--- src/rtl/watchdog_reset_generator_if.sv ---
// Watchdog control/status bundle.
// The master side (software model or control logic) drives enable, kick and
// cause_clear; the slave side (the watchdog) returns its registered status.
//
// Strobe semantics: kick and cause_clear are single-cycle strobes sampled on
// each rising clk edge. There is no ready/acknowledge. A strobe seen at an
// edge is acted on at that edge, or silently dropped if the watchdog is not
// RUNNING (kick) at that edge. enable is a level. Every status signal is a
// registered output.
interface watchdog_reset_generator_if #(
    parameter int CW = 10
);
    logic          enable;
    logic          kick;
    logic          cause_clear;
    logic          reset_request;
    logic          warning;
    logic [1:0]    cause;
    logic [CW-1:0] count;
    logic [1:0]    fsm_state;

    modport master (
        output enable,
        output kick,
        output cause_clear,
        input  reset_request,
        input  warning,
        input  cause,
        input  count,
        input  fsm_state
    );

    modport slave (
        input  enable,
        input  kick,
        input  cause_clear,
        output reset_request,
        output warning,
        output cause,
        output count,
        output fsm_state
    );
endinterface

--- src/rtl/watchdog_reset_generator.sv ---
// Windowed watchdog with sticky cause flags.
// A missed kick (timeout) or a kick that arrives too soon (window violation)
// causes a "bite". A bite drives reset_request high for PULSE_LENGTH cycles.
// reset_request is meant to feed a downstream reset synchronizer/stretcher.
// It must never loop back into this block's own reset_in, because the cause
// flags have to survive the reset they trigger.
// fsm_state exposes the FSM encoding: 0=DISABLED, 1=RUNNING, 2=BITE.
module watchdog_reset_generator #(
    parameter int TIMEOUT      = 1000, // >= 2
    parameter int WINDOW_MIN   = 0,    // 0 disables the early-kick window
    parameter int WARN_CYCLES  = 0,    // 0 disables the warning output
    parameter int PULSE_LENGTH = 7,    // >= 1
    parameter bit LOCK         = 1'b1  // 1: enable cannot disarm once armed
) (
    input  logic                        clk,
    input  logic                        reset_in,
    watchdog_reset_generator_if.slave   wd
);

    localparam int CW = $clog2(TIMEOUT + 1);
    localparam int PW = $clog2(PULSE_LENGTH + 1);

    localparam logic [CW-1:0] CNT_LAST   = CW'(TIMEOUT - 1);
    localparam logic [CW-1:0] CNT_ONE    = CW'(1);
    localparam logic [PW-1:0] PULSE_LAST = PW'(PULSE_LENGTH);
    localparam logic [PW-1:0] PULSE_ONE  = PW'(1);
    localparam bit            WIN_EN     = (WINDOW_MIN != 0);
    localparam bit            WARN_EN    = (WARN_CYCLES != 0);
    localparam int            WARN_FROM  = TIMEOUT - WARN_CYCLES;

    typedef enum logic [1:0] {
        ST_DISABLED = 2'd0,
        ST_RUNNING  = 2'd1,
        ST_BITE     = 2'd2
    } state_t;

    state_t        state_q;
    logic [CW-1:0] count_q;
    logic [PW-1:0] pulse_q;
    logic          reset_request_q;
    logic          warning_q;
    logic [1:0]    cause_q;

    logic          disarm;
    logic          early_kick;
    logic          timeout_hit;
    logic          pulse_done;
    logic          stay_armed;
    logic [CW-1:0] count_inc;
    logic          warn_at_inc;
    logic          bite_early;
    logic          bite_timeout;

    // Decode the RUNNING-state conditions, then order them by priority:
    // disarm > early kick > kick > timeout > count.
    always_comb begin
        disarm       = !wd.enable && !LOCK;
        early_kick   = wd.kick && WIN_EN && (int'(count_q) < WINDOW_MIN);
        timeout_hit  = (count_q == CNT_LAST);
        pulse_done   = (pulse_q == PULSE_LAST);
        stay_armed   = wd.enable || LOCK;
        // count_q never exceeds TIMEOUT-1, so the increment cannot wrap.
        count_inc    = count_q + CNT_ONE;
        // warning is registered, so it is computed from the value count takes next.
        warn_at_inc  = WARN_EN && (int'(count_inc) >= WARN_FROM);
        bite_early   = (state_q == ST_RUNNING) && !disarm && early_kick;
        bite_timeout = (state_q == ST_RUNNING) && !disarm && !wd.kick && timeout_hit;
    end

    // Watchdog FSM. The count, the pulse counter, reset_request and warning
    // are all registered here.
    always_ff @(posedge clk or posedge reset_in) begin
        if (reset_in) begin
            state_q         <= ST_DISABLED;
            count_q         <= '0;
            pulse_q         <= '0;
            reset_request_q <= 1'b0;
            warning_q       <= 1'b0;
        end else begin
            case (state_q)
                ST_DISABLED: begin
                    count_q         <= '0;
                    pulse_q         <= '0;
                    reset_request_q <= 1'b0;
                    warning_q       <= 1'b0;
                    if (wd.enable) begin
                        state_q <= ST_RUNNING;
                    end
                end

                ST_RUNNING: begin
                    if (disarm) begin
                        // A kick or timeout arriving at the same edge is dropped.
                        state_q   <= ST_DISABLED;
                        count_q   <= '0;
                        warning_q <= 1'b0;
                    end else if (early_kick) begin
                        state_q         <= ST_BITE;
                        count_q         <= '0;
                        pulse_q         <= PULSE_ONE;
                        reset_request_q <= 1'b1;
                        warning_q       <= 1'b0;
                    end else if (wd.kick) begin
                        // A kick at count TIMEOUT-1 arrives in time and wins.
                        count_q   <= '0;
                        warning_q <= 1'b0;
                    end else if (timeout_hit) begin
                        state_q         <= ST_BITE;
                        count_q         <= '0;
                        pulse_q         <= PULSE_ONE;
                        reset_request_q <= 1'b1;
                        warning_q       <= 1'b0;
                    end else begin
                        count_q   <= count_inc;
                        warning_q <= warn_at_inc;
                    end
                end

                ST_BITE: begin
                    // kick is ignored here. pulse_q counts high cycles already
                    // issued, starting at 1 on entry.
                    count_q   <= '0;
                    warning_q <= 1'b0;
                    if (pulse_done) begin
                        pulse_q         <= '0;
                        reset_request_q <= 1'b0;
                        state_q         <= stay_armed ? ST_RUNNING : ST_DISABLED;
                    end else begin
                        pulse_q         <= pulse_q + PULSE_ONE;
                        reset_request_q <= 1'b1;
                    end
                end

                default: begin
                    state_q         <= ST_DISABLED;
                    count_q         <= '0;
                    pulse_q         <= '0;
                    reset_request_q <= 1'b0;
                    warning_q       <= 1'b0;
                end
            endcase
        end
    end

    // Sticky cause flags: a bite entry sets its bit even if cause_clear is
    // high at the same edge.
    always_ff @(posedge clk or posedge reset_in) begin
        if (reset_in) begin
            cause_q <= 2'b00;
        end else begin
            cause_q <= (cause_q & ~{2{wd.cause_clear}}) | {bite_early, bite_timeout};
        end
    end

    assign wd.reset_request = reset_request_q;
    assign wd.warning       = warning_q;
    assign wd.cause         = cause_q;
    assign wd.count         = count_q;
    assign wd.fsm_state     = state_q;

endmodule
--- src/flat_wrapper.sv ---
// flat-port wrapper written by rule: the top's interface ports become plain ports
module watchdog_reset_generator_flat 
#(
    parameter int TIMEOUT      = 1000,        
    parameter int WINDOW_MIN   = 0,                                       
    parameter int WARN_CYCLES  = 0,                                    
    parameter int PULSE_LENGTH = 7,           
    parameter bit LOCK         = 1'b1                                       
)
  (clk, reset_in, wd_enable, wd_kick, wd_cause_clear, wd_reset_request, wd_warning, wd_cause, wd_count, wd_fsm_state);
  watchdog_reset_generator_if wd_i ();
  input  logic clk;
  input  logic reset_in;
  input wire logic [$bits(wd_i.enable)-1:0] wd_enable;
  input wire logic [$bits(wd_i.kick)-1:0] wd_kick;
  input wire logic [$bits(wd_i.cause_clear)-1:0] wd_cause_clear;
  output wire logic [$bits(wd_i.reset_request)-1:0] wd_reset_request;
  output wire logic [$bits(wd_i.warning)-1:0] wd_warning;
  output wire logic [$bits(wd_i.cause)-1:0] wd_cause;
  output wire logic [$bits(wd_i.count)-1:0] wd_count;
  output wire logic [$bits(wd_i.fsm_state)-1:0] wd_fsm_state;
  assign wd_i.enable = wd_enable;
  assign wd_i.kick = wd_kick;
  assign wd_i.cause_clear = wd_cause_clear;
  assign wd_reset_request = wd_i.reset_request;
  assign wd_warning = wd_i.warning;
  assign wd_cause = wd_i.cause;
  assign wd_count = wd_i.count;
  assign wd_fsm_state = wd_i.fsm_state;
  watchdog_reset_generator #(.TIMEOUT(TIMEOUT), .WINDOW_MIN(WINDOW_MIN), .WARN_CYCLES(WARN_CYCLES), .PULSE_LENGTH(PULSE_LENGTH), .LOCK(LOCK)) u_core (.clk(clk), .reset_in(reset_in), .wd(wd_i));
endmodule
--- config.mk ---
export PLATFORM = sky130hd
export DESIGN_NAME = watchdog_reset_generator_flat
export DESIGN_NICKNAME = d
export VERILOG_FILES = /design/src/rtl/watchdog_reset_generator_if.sv /design/src/rtl/watchdog_reset_generator.sv /design/src/flat_wrapper.sv
export SDC_FILE = /design/constraint.sdc
export NUM_CORES = 1
export LEC_CHECK = 0
export ABC_AREA = 0
export CAP_MARGIN = 20
export CORE_MARGIN = 2
export CORE_UTILIZATION = 51
export CTS_BUF_LIST = sky130_fd_sc_hd__clkbuf_2
export CTS_CLUSTER_DIAMETER = 100
export DETAILED_ROUTE_END_ITERATION = 8
export PLACE_DENSITY_LB_ADDON = 0.3
export SLEW_MARGIN = 20
export SYNTH_ARGS = -nofsm -noshare
export SYNTH_HDL_FRONTEND = slang
export SYNTH_SLANG_ARGS = --single-unit
--- constraint.sdc ---
create_clock -name clk -period 1.9 [get_ports clk]
set_clock_uncertainty 0.05 [all_clocks]
set_input_delay 0.19 -clock clk [delete_from_list [all_inputs] [get_ports clk]]
set_output_delay 0.19 -clock clk [all_outputs]
set_load 0.02 [all_outputs]
==> Word-level counts from Yosys, hierarchy flattened <==
Index checks and enable logic that the tools add are counted.
{ "word_totals": {"register_bits": 18, "input_bits": 5, "out_inout_bits": 16, "wordCells": 40} }
{ "op_classes": {"addsub": 2, "eq_ne": 8, "muxes": 16, "bitwise": 3, "reduce_logical": 6} }
{ "ops": {"columns": ["cell", "count"], "rows": [
  ["two-way mux 10 bit", 3],
  ["adder 10 x 1 -> 10 bit (second input constant)", 1],
  ["equality test 10 bit (second input constant)", 1],
  ["two-way mux 3 bit", 3],
  ["two-way mux 2 bit", 4],
  ["one-hot mux 2 bit (3 select lines)", 1],
  ["one-hot mux 3 bit (2 select lines)", 1],
  ["!= test 2 x 1 -> 1 bit (second input constant)", 2],
  ["!= test 2 bit (second input constant)", 2],
  ["AND reduction 4 bit", 1],
  ["adder 3 x 1 -> 3 bit (second input constant)", 1],
  ["equality test 3 bit (second input constant)", 1],
  ["two-way mux 1 bit", 3],
  ["bitwise AND 2 bit", 1],
  ["equality test 2 x 1 -> 1 bit (second input constant)", 1],
  ["equality test 2 bit (second input constant)", 1],
  ["logical AND 1 bit", 2],
  ["logical NOT 2 bit", 1],
  ["NOT 2 bit", 1],
  ["OR 2 x 1 -> 2 bit", 1],
  ["one-hot mux 1 bit (2 select lines)", 1],
  ["AND reduction 2 bit", 1],
  ["logical NOT 1 bit", 1]
]} }

==> Logic depth before layout (Yosys ltp) <==
Gate-level depths: netlist of run 1.
{ "logic_depth": {"ltp_word": 4, "mapped_depth": 6, "depth_no_buf": 6} }

==> Worst setup path after synthesis of run 1 <==
No wires, ideal clock.
{ "synth_timing": {"path_kind": "reg-to-reg", "from": "register u_core.count_q[0] (netlist: u_core.wd.count[0])", "to": "register u_core.pulse_q[0]", "setup_time_ns": 0.122, "arrival_time_ns": 1.715, "required_time_ns": 1.728, "slack_ns": 0.014, "path_stages_with_launch": 6, "n_path_buf": 0, "synth_period_minus_slack_ns": 1.886, "path_cell_list": "dfrtp_1 ha_1 nand2_1 or3_4 or2_4 a32o_1"} }
{ "synth_via": {"elab_chain_len": 3} }
{ "synth_rtl": {"columns": ["item", "line_no", "text"], "rows": [
  ["from (decl)", "watchdog_reset_generator.sv:38", "logic [CW-1:0] count_q;"],
  ["from (signal assigned)", "watchdog_reset_generator.sv:114", "count_q <= count_inc;"],
  ["equality test 10 bit", "watchdog_reset_generator.sv:59", "timeout_hit = (count_q == CNT_LAST);"],
  ["!= test 2 x 1 -> 1 bit (no source line)", null, null],
  ["AND reduction 2 bit (no source line)", null, null],
  ["to (signal assigned)", "watchdog_reset_generator.sv:129", "pulse_q <= pulse_q + PULSE_ONE;"],
  ["to (decl)", "watchdog_reset_generator.sv:39", "logic [PW-1:0] pulse_q;"]
]} }
Every way passes these cells.
A chain may end at the register's enable or synchronous reset.

==> Final worst setup path of run 1 <==
{ "layout_timing": {"from": "register u_core.count_q[0] (netlist: u_core.wd.count[0])", "to": "register u_core.reset_request_q (netlist: u_core.wd.reset_request)"} }
{ "layout_via": {"elab_chain_len": 3} }
{ "layout_rtl": {"columns": ["item", "line_no", "text"], "rows": [
  ["equality test 10 bit", "watchdog_reset_generator.sv:59", null],
  ["!= test 2 x 1 -> 1 bit (no source line)", null, null],
  ["AND reduction 2 bit (no source line)", null, null],
  ["to (signal assigned)", "watchdog_reset_generator.sv:77", "reset_request_q <= 1'b0;"],
  ["to (signal assigned)", "watchdog_reset_generator.sv:84", "reset_request_q <= 1'b0;"],
  ["to (signal assigned)", "watchdog_reset_generator.sv:101", "reset_request_q <= 1'b1;"],
  ["to (decl)", "watchdog_reset_generator.sv:40", "logic reset_request_q;"]
]} }
Every way passes these cells.

==> impl_metrics.json, run 1 <==
{
  "cts_buffers": 3,
  "diodes": 0,
  "slowest_delay_ps": 420,
  "layout_setup_ws_ps": 131,
  "synth_flop_cell": "dfrtp_1",
  "period_minus_slack_ps": 1770,
  "antenna_found_initial": 0,
  "drive_gt1_frac": 0.0756,
  "postCtsSetupRepairBufs": 0,
  "grt-ovfl-total": 0,
  "pwr_density_cell_nw_per_um2": 495,
  "ys_seq_area_frac": 0.469,
  "tritoncts": "done",
  "drc": 0,
  "r2r-end": "u_core.wd.reset_request$_DFFE_PP0P_",
  "cts.sinks": 18,
  "synthXorXnorAreaFrac": 0.0548,
  "fin_nets": 132,
  "crit_slowest_cell": "dfrtp_1",
  "clkTransAtPathRegs_ps": 160,
  "cts_resized": 0,
  "synth-seq-cells": 18,
  "synth_area_leaders": "dfrtp_1 (47%), ha_1 (9.1%), xnor2_1 (4.6%)",
  "grt_max_degree": 19,
  "relSlewSlack": 0.555,
  "rrSetupSlack_ps": 130,
  "whs_ps": 209,
  "cp_max_fo": 5,
  "layoutNonFillerInstCount": 144,
  "fillers": 142,
  "fp.dieH_um": 47.4,
  "die-area_um2": 2240,
  "drt.antenna.violating_nets": 0,
  "slew_violations": 0,
  "drv_cap": 0,
  "cts_max_path_buffers": 2,
  "routed_wl_um": 1810,
  "clk_latency_ps": 300,
  "synthArstFlopShare": 1.00,
  "tightest_slew_ps": 667,
  "avgSynthCellArea_um2": 10.2,
  "synth.cell_area_um2": 960,
  "ys_types": 29,
  "placement.io_buffers": 19,
  "setup_viol": 0,
  "num_rows": 15,
  "synth_top_family_by_area": "simple AND/OR/NAND/NOR gates",
  "dp.cells": 140,
  "fmax_ghz": 0.565,
  "drt_pass1_iterations": 4,
  "path_class": "reg2reg",
  "htree_levels": 1,
  "peakVddDrop_mv": 0.356,
  "ios": 21,
  "finalWeightedCongestion": 0.735,
  "netlist.area_leader.share": 0.469,
  "synth_compound_gate_area_share": 0.0991,
  "synth_top_area_cell": "dfrtp_1",
  "routedWlPerCell_um": 12.5,
  "synth_nets": 106,
  "grt_pass1_vias": 703,
  "tns_ps": 0,
  "reg2reg_depth": 5,
  "cellLeakagePower_nw": 0.543,
  "yosys_warnings": 0,
  "rsz0062_at_grt": "false",
  "synth_edf_count": 0,
  "core_area_um2": 1750,
  "vias": 734,
  "place_hpwl_um": 1390,
  "cp.required_ps": 2060,
  "die_w_um": 47.4,
  "syn_to_final_growth_pct": 26.6,
  "start_util": 0.550,
  "ctsHoldBuffers": 0,
  "startpoint_type": "flop",
  "crit_arrival_ps": 1930,
  "postSynthCellCount": 94,
  "pre_cts_ws_ps": 145,
  "grt_pass1_wl_um": 3020,
  "crit_chain": "ha_1, nand2_1, or3_4, or2_4, a32o_1",
  "first_iter_violations": 10,
  "synthSimpleGateAreaFrac": 0.211,
  "endpoint_kind": "flop",
  "min_path_type": "in2async",
  "status": "finished, final reports clean",
  "grt_usage": 0.196,
  "cts_root_buf": "clkbuf_2",
  "via_per_inst": 5.10,
  "synth.area.mux_share": 0.0313,
  "synthAdderAreaFrac": 0.0913,
  "finalCritPeriodShare": 0.931,
  "r2r-start": "u_core.wd.count[0]$_DFF_PP0_",
  "hold_violations": 0
}
-- critical path: cells and delay by family, from the launching register on --
kind	cells	cell delay (ps)
adder cells (fa/ha/maj)	1	210
AO/OA/AOI/OAI	1	250
flip-flops	1	420
AND/OR/NAND/NOR	3	750
-- power breakdown --
part | leakage (nW) | internal [mW] | switching [mW] | total (mW)
logic | 0.285 | 0.0226 | 0.0292 | 0.0518
clock network | 0.0140 | 0.0457 | 0.110 | 0.156
registers | 0.244 | 0.388 | 0.00489 | 0.393
-- how the worst max path moves through the flow --
stage          cells past startpoint  slack [ps]                                  end                    startpoint
3_3_place_gp                       5         200        u_core.pulse_q[0]$_DFFE_PP0P_  u_core.wd.count[0]$_DFF_PP0_
6_report                           5         130  u_core.wd.reset_request$_DFFE_PP0P_  u_core.wd.count[0]$_DFF_PP0_
5_1_grt                            5          10  u_core.wd.reset_request$_DFFE_PP0P_  u_core.wd.count[0]$_DFF_PP0_
2_1_floorplan                      5          10        u_core.pulse_q[0]$_DFFE_PP0P_  u_core.wd.count[0]$_DFF_PP0_
3_5_place_dp                       5         140  u_core.wd.reset_request$_DFFE_PP0P_  u_core.wd.count[0]$_DFF_PP0_
4_1_cts                            5         120  u_core.wd.reset_request$_DFFE_PP0P_  u_core.wd.count[0]$_DFF_PP0_
-- synth_stat cells (2+ instances only) --
master	instances
dfrtp_1	18
xnor2_1	5
mux2i_1	3
nand4_1	2
a21oi_1	4
nor2_1	10
ha_1	7
nor3_1	2
nand2b_1	2
o21ai_0	4
nand2_1	7
inv_1	8
nor2b_1	2
nand3_1	3
a32o_1	2
o22ai_1	2
-- state kept, by name, summed over array words and instances, names as in the netlist --
signal / flops
u_core.pulse_q: 3
u_core.wd.cause: 2
u_core.wd.count: 10
u_core.wd.fsm_state: 2
u_core.wd.reset_request: 1
-- layer usage --
metal	part of all wire	global-route usage	up-vias	wire (um)
met1	0.48	0.251	346	869
li1	-	-	370	-
met3	0.053	0.0846	2	95
met4	0.0022	0.0333	0	4
met5	0	0	-	0
met2	0.46	0.314	16	836
-- layout by cell type, fill, tap and decap left out, types with 4 or more instances in the layout --
cell type	instances
o21ai_0	4
nand2_1	7
dfrtp_1	18
inv_1	8
xnor2_1	5
nor2_1	10
a21oi_1	4
ha_1	7
clkdlybuf4s50_1	19
-- through the flow --
step | area (um^2) | total power, mW | util
CTS | 1210 | 0.613 | 0.696
finish | 1210 | 0.601 | 0.696
detailed placement | 1200 | 0.453 | 0.685
global placement | 1200 | 0.452 | 0.685
floorplan | 960 | 0.429 | -
global route | 1210 | 0.636 | 0.696
-- final cells by class --
type | instances | area [um^2] | share of cell area
flip-flops and latches | 18 | 450 | 0.371
inverters | 8 | 30.0 | 0.0247
repair buffers | 22 | 213 | 0.175
multi-input cells | 67 | 472 | 0.388
well taps | 25 | 31.3 | 0.0257
clock buffers | 3 | 15.0 | 0.0124
clock inverters | 1 | 3.75 | 0.00309
-- kinds of logic (layout without fill, tap and decap cells) --
group	after synthesis	after routing
xor+xnor	6	6
other cells	1	1
mux	3	3
buf+inv	9	34
simple gates	35	35
fa+ha+maj	7	7
compound gates	15	15
flops	18	18
Note: power is estimated with default switching activity, not from simulation.
==> inputs of run 2 (changes only) <==
- SKIP_LAST_GASP: unset -> 1
==> results of run 2 <==
The final DEF is identical to that of run 1; final timing and power are the same.
==> inputs of run 3 (changes only) <==
- CORE_UTILIZATION: 51 -> 46
- PLACE_DENSITY: unset -> 0.79
- PLACE_DENSITY_LB_ADDON: 0.3 -> unset
- clock period: 1.9 -> 1.56 ns (I/O delays scaled with it)
==> run 3 against run 2 <==
The run now ends with setup timing left. Final area up 16%. Clock power up 36%. Sequential power up 22%. Global-route usage up 1.2 points. Maximum frequency up 9.5%. Die area up 9.9%. Critical path depth down 1. Via count up 17%. Non-clock buffer count up 22. First-iteration DRC count rose to 2.6 times the previous value. Flip-flop and latch count unchanged. Highest routed layer unchanged.
==> impl_metrics.json, run 3 (synthesis gave the netlist of run 1 again) <==
{
  "period_minus_slack_ps": 1620,
  "cp.required_ps": 1740,
  "layout_common_cells": "buf_4 (25), dfrtp_1 (14), dlygate4sd2_1 (11), nor2_1 (10), inv_1 (8)",
  "status": "finished with violations",
  "rsz0062_at_grt": "true",
  "grt_max_degree": 19,
  "grt_pass1_vias": 904,
  "fillers": 163,
  "tritoncts": "done",
  "finalCritPeriodShare": 1.04,
  "drt.antenna.violating_nets": 0,
  "fin_nets": 154,
  "num_rows": 16,
  "cts_max_path_buffers": 2,
  "cts_buffers": 3,
  "netSwitchingPower_mw": 0.205,
  "routedWlPerCell_um": 13.3,
  "drive_gt1_frac": 0.291,
  "vias": 856,
  "placement.io_buffers": 19,
  "cp_max_fo": 3,
  "fp.dieH_um": 49.7,
  "cp.buffers_inverters": 0,
  "peakVddDrop_mv": 0.748,
  "drt_pass1_iterations": 4,
  "layout_setup_ws_ps": -55.3,
  "pre_cts_ws_ps": -84.8,
  "finalWeightedCongestion": 0.804,
  "internal-power_mw": 0.569,
  "drv_cap": 0,
  "syn_to_final_growth_pct": 46.8,
  "ios": 21,
  "clkTransAtPathRegs_ps": 190,
  "start_util": 0.489,
  "place_hpwl_um": 1720,
  "core_area_um2": 1960,
  "slowest_delay_ps": 440,
  "seq_power_share": 0.620,
  "largest_register_ffs": 10,
  "via_per_inst": 5.10,
  "path_class": "reg2reg",
  "fmax_ghz": 0.619,
  "violations": "setup timing",
  "antenna_found_initial": 0,
  "clk_latency_ps": 330,
  "first_iter_violations": 26,
  "crit_slowest_cell": "dfrtp_2",
  "cts_root_buf": "clkbuf_2",
  "pwr-share-clk": 0.274,
  "dp.cells": 159,
  "final_common_cell": "buf_4",
  "diodes": 0,
  "startpoint_type": "flop",
  "endpoint_kind": "flop",
  "slew_violations": 0,
  "setup_viol": 2,
  "grt-ovfl-total": 0,
  "die_w_um": 49.7,
  "htree_levels": 1,
  "switching_share": 0.265,
  "crit_family": "simple AND/OR/NAND/NOR gates",
  "tns_ps": -98.1,
  "power_frac_comb": 0.105,
  "layoutNonFillerInstCount": 168,
  "grt_usage": 0.208,
  "min_path_type": "in2async",
  "crit_chain": "nand4bb_4, or3_4, or2_4, a32o_1",
  "pwr_density_cell_nw_per_um2": 549,
  "routed_wl_um": 2240,
  "grt_pass1_wl_um": 3890,
  "crit_arrival_ps": 1790,
  "die-area_um2": 2470,
  "cts.sinks": 18,
  "hold_violations": 0,
  "cellLeakagePower_nw": 0.727,
  "drc": 0
}
[run 3: cell count changes in the layout (fill, tap and decap cells not counted), moves of 2 or more]
cell / delta
clkdlybuf4s50_1: -13
dfrtp_2: +4
o21ai_0: -2
dlymetal6s2s_1: +2
ha_1: -2
dfrtp_1: -4
buf_4: +22
o21ai_1: +2
dlygate4sd2_1: +11
[run 3: routing by layer]
layer / share of wire / routed length (um) / GRT usage / up-vias
li1: - / - / - / 410
met2: 0.54 / 1220 / 0.398 / 21
met3: 0.030 / 68 / 0.0212 / 4
met5: 0 / 0 / 0 / -
met4: 0.015 / 33 / 0.0694 / 0
met1: 0.41 / 917 / 0.238 / 421
[run 3: worst reg2reg max path, delay by kind of cell, from the launching register on]
kind             cells  cell delay [ps]
AND/OR/NAND/NOR      3              820
AO/OA/AOI/OAI        1              210
flip-flops           1              440
[run 3: final timing paths]
| path | slack (ps) | endpoint | from | cells after the start |
|---|---|---|---|---|
| max | -60 | u_core.wd.reset_request$_DFFE_PP0P_ | u_core.wd.count[3]$_DFF_PP0_ | 4 |
| min | 50 | u_core.wd.count[6]$_DFF_PP0_ | reset_in | 3 |
| max reg2reg | -60 | u_core.wd.reset_request$_DFFE_PP0P_ | u_core.wd.count[3]$_DFF_PP0_ | 4 |
| min reg2reg | 490 | u_core.wd.cause[1]$_DFF_PP0_ | u_core.wd.cause[1]$_DFF_PP0_ | 1 |
| max in group asynchronous | 1180 | u_core.wd.count[1]$_DFF_PP0_ | reset_in | 3 |
| min in group clk | 340 | u_core.wd.cause[1]$_DFF_PP0_ | wd_cause_clear | 2 |
[run 3: per-stage QoR]
step	utilization	hold slack, ps	power, mW	area [um^2]
finish	0.718	54.9	0.774	1410
floorplan	-	44.3	0.527	977
global placement	0.685	436	0.570	1340
CTS	0.697	60.9	0.778	1370
global route	0.718	118	0.801	1410
detailed placement	0.685	439	0.574	1340
[run 3: power by group through the flow]
| stage | logic, mW | clock network (mW) | registers [mW] |
|---|---|---|---|
| 3_3_place_gp | 0.0824 | 0 | 0.488 |
| 5_1_grt | 0.0923 | 0.227 | 0.481 |
| 6_report | 0.0814 | 0.212 | 0.480 |
| 3_5_place_dp | 0.0852 | 0 | 0.488 |
| 2_1_floorplan | 0.0287 | 0 | 0.498 |
| 4_1_cts | 0.0828 | 0.215 | 0.480 |
[run 3: timing repair]
item | CTS | global route
pin swaps | 5 | 1
buffers inserted | 2 | 3
hold buffers | 0 | 0
endpoints found under the setup margin | 22 | 15
resized for setup | 12 | 8
[run 3: layout make-up]
class / count / area [um^2] / area share
Multi-Input combinational cell: 67 / 502 / 0.356
Clock inverter: 1 / 3.75 / 0.00266
Clock buffer: 3 / 15.0 / 0.0107
Sequential cell: 18 / 455 / 0.323
Inverter: 8 / 30.0 / 0.0213
Timing Repair Buffer: 44 / 369 / 0.262
Tap cell: 27 / 33.8 / 0.0240
